File: src/rtl/sync_fifo_param.sv
// Parametrised single-clock FIFO with registered-read or first-word-fall-through output.
// Latency: write visible in count/flags one cycle later; FWFT=0 read data one cycle after pop, FWFT=1 head word shown combinationally.
// Backpressure: writes while full and reads while empty are dropped and latch sticky overflow/underflow flags.
module sync_fifo_param #(
    parameter int DSIZE    = 8,
    parameter int ASIZE    = 4,
    parameter int AF_LEVEL = 14,
    parameter int AE_LEVEL = 2,
    parameter int FWFT     = 0
) (
    input  logic             clk,
    input  logic             rst_n,
    input  logic [DSIZE-1:0] wdata,
    input  logic             winc,
    input  logic             rinc,
    input  logic             err_clr,
    output logic [DSIZE-1:0] rdata,
    output logic             wfull,
    output logic             rempty,
    output logic             walmost_full,
    output logic             ralmost_empty,
    output logic [ASIZE:0]   count,
    output logic             overflow,
    output logic             underflow
);

    localparam int DEPTH = 1 << ASIZE;

    localparam logic [ASIZE:0] L_DEPTH = (ASIZE+1)'(DEPTH);
    localparam logic [ASIZE:0] L_AF    = (ASIZE+1)'(AF_LEVEL);
    localparam logic [ASIZE:0] L_AE    = (ASIZE+1)'(AE_LEVEL);

    // Reject illegal geometry and threshold settings at elaboration.
    if (DSIZE < 1) begin : g_bad_dsize
        $error("sync_fifo_param: DSIZE must be >= 1");
    end
    if (ASIZE < 1) begin : g_bad_asize
        $error("sync_fifo_param: ASIZE must be >= 1");
    end
    if (AF_LEVEL < 1 || AF_LEVEL > DEPTH) begin : g_bad_af
        $error("sync_fifo_param: AF_LEVEL must be in 1..DEPTH");
    end
    if (AE_LEVEL < 0 || AE_LEVEL > DEPTH - 1) begin : g_bad_ae
        $error("sync_fifo_param: AE_LEVEL must be in 0..DEPTH-1");
    end

    logic [DSIZE-1:0] r_mem [DEPTH];
    logic [ASIZE-1:0] r_wptr;
    logic [ASIZE-1:0] r_rptr;
    logic [ASIZE:0]   r_count;
    logic             r_overflow;
    logic             r_underflow;

    logic             w_wr_acc;
    logic             w_rd_acc;

    // Level flags are pure decodes of the registered count, so they move only after an edge.
    assign count         = r_count;
    assign wfull         = (r_count == L_DEPTH);
    assign rempty        = (r_count == '0);
    assign walmost_full  = (r_count >= L_AF);
    assign ralmost_empty = (r_count <= L_AE);
    assign overflow      = r_overflow;
    assign underflow     = r_underflow;

    // Acceptance looks only at the current flags: no write-through-full, no read bypass on empty.
    assign w_wr_acc = winc & ~wfull;
    assign w_rd_acc = rinc & ~rempty;

    // Storage array is deliberately left unreset; pointers alone define validity.
    always_ff @(posedge clk) begin
        if (w_wr_acc) begin
            r_mem[r_wptr] <= wdata;
        end
    end

    // Pointers wrap naturally at DEPTH; count tracks the net of accepted writes and reads.
    always_ff @(posedge clk or negedge rst_n) begin
        if (!rst_n) begin
            r_wptr  <= '0;
            r_rptr  <= '0;
            r_count <= '0;
        end else begin
            if (w_wr_acc) begin
                r_wptr <= r_wptr + ASIZE'(1);
            end
            if (w_rd_acc) begin
                r_rptr <= r_rptr + ASIZE'(1);
            end
            case ({w_wr_acc, w_rd_acc})
                2'b10:   r_count <= r_count + (ASIZE+1)'(1);
                2'b01:   r_count <= r_count - (ASIZE+1)'(1);
                default: r_count <= r_count;
            endcase
        end
    end

    // Sticky error flags; a new error in the same cycle as a clear keeps the flag set.
    always_ff @(posedge clk or negedge rst_n) begin
        if (!rst_n) begin
            r_overflow  <= 1'b0;
            r_underflow <= 1'b0;
        end else begin
            if (winc && wfull) begin
                r_overflow <= 1'b1;
            end else if (err_clr) begin
                r_overflow <= 1'b0;
            end
            if (rinc && rempty) begin
                r_underflow <= 1'b1;
            end else if (err_clr) begin
                r_underflow <= 1'b0;
            end
        end
    end

    if (FWFT == 0) begin : g_reg_read
        logic [DSIZE-1:0] r_rdata;

        // Registered read port: loads the head word on an accepted pop, otherwise holds.
        always_ff @(posedge clk or negedge rst_n) begin
            if (!rst_n) begin
                r_rdata <= '0;
            end else if (w_rd_acc) begin
                r_rdata <= r_mem[r_rptr];
            end
        end

        assign rdata = r_rdata;
    end else begin : g_fwft_read
        // Head word is always presented; forced to zero while empty so reset shows a clean value.
        assign rdata = rempty ? '0 : r_mem[r_rptr];
    end

endmodule

File: config.mk
export PLATFORM = sky130hd
export DESIGN_NAME = sync_fifo_param
export DESIGN_NICKNAME = d
export VERILOG_FILES = /design/src/rtl/sync_fifo_param.sv
export SDC_FILE = /design/constraint.sdc
export NUM_CORES = 1
export LEC_CHECK = 0
export BUFFER_PORTS_ARGS = -buffer_cell sky130_fd_sc_hd__buf_2
export CORE_UTILIZATION = 35
export DETAILED_ROUTE_END_ITERATION = 10
export PLACE_DENSITY = 0.51
export SYNTH_ARGS = -nofsm -noshare
export SYNTH_HDL_FRONTEND = slang
export SYNTH_SLANG_ARGS = --single-unit
File: constraint.sdc
create_clock -name clk -period 3.73 [get_ports clk]
set_input_delay 0.746 -clock clk [delete_from_list [all_inputs] [get_ports clk]]
set_output_delay 0.746 -clock clk [all_outputs]
set_load 0.02 [all_outputs]
==> summary by stage <==
STA
The relative max-transition margin is 0.344. Setup repair after global routing left no endpoint under its margin. The number of failing setup endpoints in the final timing report is 0.

The final hold violation count came to 0. The time the final worst path needs with I/O delays and setup is 3250 ps. Clock skew on the completed layout was measured at 7.88 ps.

Derived from the worst setup path, the maximum achievable clock frequency is 0.307 GHz. For the pin with the worst max-slew slack, the measured transition is 984 ps. Of the available clock period, the critical path in the final layout requires 0.872. The setup TNS is 0 ps. The number of slew-limit violations in the final report is 0.

Clock tree
The clock tree from TritonCTS is done. The clock transition at the registers of the reported paths is 60 ps. The number of gates given a new drive strength after cts is 0.

The number of buffers inserted for hold repair after clock tree synthesis is 0. The later pin in the worst-skew pair is clocked with a latency of 420 ps. The number of setup buffers added after CTS is 0. The H-tree generated during clock tree synthesis spans 4 levels. Buffers inserted during clock tree synthesis total 17. The clock sink total is 151. The clock passes through at most 2 buffers. The clock tree root buffer cell is clkbuf_16.

Setup path
The category of the critical setup timing path is reg2reg. The critical path endpoint category is a flip-flop. The cell type of the slowest stage on the worst timing path is or4_4.

The worst setup path is launched from a flip-flop. By instance count, the cell type seen most on the critical path is ha_1. The delay of the slowest cell on the worst path is 600 ps.

In this run the worst path has a maximum fanout of 11. The number of buffer and inverter instances along the worst setup path is 1. The count of cell instances traversed by the critical path is 10.

Traced cell by cell, the critical path runs through or4_4 -> o21ai_4 -> inv_4 -> ha_1 -> xor2_1 -> ha_1 -> o21ai_0 -> o22ai_1 -> a2111oi_0 -> a211oi_1. The endpoint of the most critical register-to-register path is count[4]. The category of cells accounting for the largest share of critical-path delay is compound AO/OA/AOI/OAI gates. Counting cells, the worst reg-to-reg path comes to 10.

The endpoint required time on the critical path is 4010 ps. The setup slack on the worst flop-to-flop path is 480 ps. Data on the critical path arrives at its endpoint at 3540 ps. The worst register-to-register path begins at count[1].

Power and ir drop
In this run the power density over the cells is 779 mW/mm2. Summed over all cells, the static leakage comes to 2.59 nW. VDD sags by at most 0.389 mV.

Synthesis
The net count after synthesis is 350. In this run, synthesis produced a sequential element count of 151. The sequential element share of the synthesized area is 0.714. The fraction of synthesis flops using an asynchronous set or reset pin is 0.152. The library cell with the highest instance count after synthesis is edfxtp_1. By area the synthesized netlist is led by edfxtp_1 (62%), mux4_2 (12%), dfrtp_1 (9.3%). The number of distinct library cells after synthesis is 42. The dominant register cell in the synthesized netlist is edfxtp_1.

The cell area that synthesis handed to floorplanning was 0.00619 mm2. The proportion of netlist area held by the largest area contributor is 0.621. The most area-hungry cell type in the Yosys netlist is edfxtp_1. The average instance area after synthesis is 18.9 um2. The post-synthesis instance total is 328. The commonest cells after synthesis are edfxtp_1 (128), mux4_2 (32), dfrtp_1 (23), nand2_1 (21). The number of warnings printed during yosys synthesis is 0. Yosys mapped a number of flops with a built-in enable equal to 128.

Route
After detailed routing, the average wire length per cell comes to 20.7 um. For this block, the routed nets add up to 12.8 mm of wire. For this block, the initial DRC count from the detailed router was 222.

For this run, design rule violations remaining after detail routing come to 0. In this run the remaining antenna-violating nets after routing total 0. The first detailed-routing pass ran for 4 iterations.

The total via count after detailed routing is 3122. After detailed routing, the number of vias per cell comes to 5.06.

Cells and area
In the final layout, the share of cells above drive strength 1 is 0.332. Relative to the synthesized area, the layout overhead comes to 17.7%. The layout net count is 401. Counting the fill cells in the layout gives 1564. 0 antenna diodes ended up in the layout. The combined flip-flop and latch cell area is 0.00442 mm2.

The post-route core utilization is 0.421. Summing all multi-input logic gate instances after layout gives 0.00164 mm2.

Placement
The count of buffers inserted at the top-level ports is 31. Routability-driven placement finished with a final weighted congestion of 0.742. After legalization and detailed placement, the total HPWL measured 8.00 mm.

Die
The overall die height is 135 um. The core area is 0.0173 mm2. The horizontal die dimension is 135 um. The effective utilization at floorplan is 0.358. The floorplan die area is 0.0182 mm2. Row generation in the floorplan step produced 48 rows. For this design the top-level I/O count stands at 32.

Global route
The total routing resource utilization after global routing is 0.155. The number of antenna violations at the first check in global routing is 0. The first global-routing pass estimated 19.8 mm of wire. The number of global-route vias before repair is 3221. Entering global routing, the biggest net connects 26 pins.

The remaining global-route overflow is 0.

Hold path
The worst min-delay path category is in2async.

Outcome
The run finished with clean final reports.

Flow run
The max-capacitance violation count is 0.
## layout make-up
class                           count  share of cell area
Inverter                            6             0.00344
Sequential cell                   151               0.607
Clock inverter                     10              0.0163
Tap cell                          225              0.0387
Multi-Input combinational cell    152               0.226
Clock buffer                       22              0.0651
Timing Repair Buffer               51              0.0437
## worst max path at each step
stage               startpoint  endpoint  slack, ps
floorplan             count[1]  count[4]        760
global placement      count[1]  count[4]        540
detailed placement    count[1]  count[4]        510
CTS                   count[1]  count[4]        480
global route          count[1]  count[4]        130
finish                count[1]  count[4]        480
## routing by layer
metal  wire length [um]  global-route usage  up-vias
met2               6400               0.249       54
met5                  0                   0        -
met3                386              0.0345       15
met1               5840               0.204     1645
li1                   -                   -     1408
met4                175              0.0637        0
## state kept, by name (all words and copies together) (netlist names)
name       count
r_mem        128
rdata          8
count          5
r_rptr         4
r_wptr         4
overflow       1
underflow      1
## power by group
group	internal [mW]	switching, mW
combinational	0.744	0.833
clock	1.04	0.670
sequential	2.09	0.292
## logic make-up (layout without fill, tap and decap cells)
group	count (synthesis)	count (layout)	share of synthesized area
and+or+nand+nor	57	57	0.0451
AOI/OAI and AO/OA	28	28	0.0453
muxes	49	49	0.144
xor gates and xnor gates	9	9	0.0127
buffers and inverters	25	89	0.0204
DFF	151	151	0.714
adders and majority gates	9	9	0.0182
## per-stage QoR
stage | instance area [um2] | cells | power, mW | hold WS, ps | setup slack [ps]
finish | 7280 | 617 | 5.67 | 303 | 477
detailed placement | 6690 | 585 | 4.03 | 485 | 508
floorplan | 6190 | 328 | 3.50 | 450 | 762
global route | 7280 | 617 | 5.95 | 355 | 125
global placement | 6690 | 585 | 4.00 | 489 | 541
CTS | 7280 | 617 | 5.75 | 321 | 479
## layout by cell type (no fill, tap or decap), types with 3 or more instances in the layout
master,instances
buf_4,19
xnor2_1,6
buf_2,31
inv_1,5
nor3_1,4
edfxtp_1,128
clkinv_4,3
nor2b_1,4
mux2i_1,16
o21ai_0,3
mux4_2,32
nand2_1,21
clkinv_2,3
xor2_1,3
clkbuf_8,3
nor2_1,16
ha_1,9
nand2b_1,4
dfrtp_1,22
clkbuf_16,17
o221ai_2,8
No activity file was read; power rests on OpenSTA's default activity.
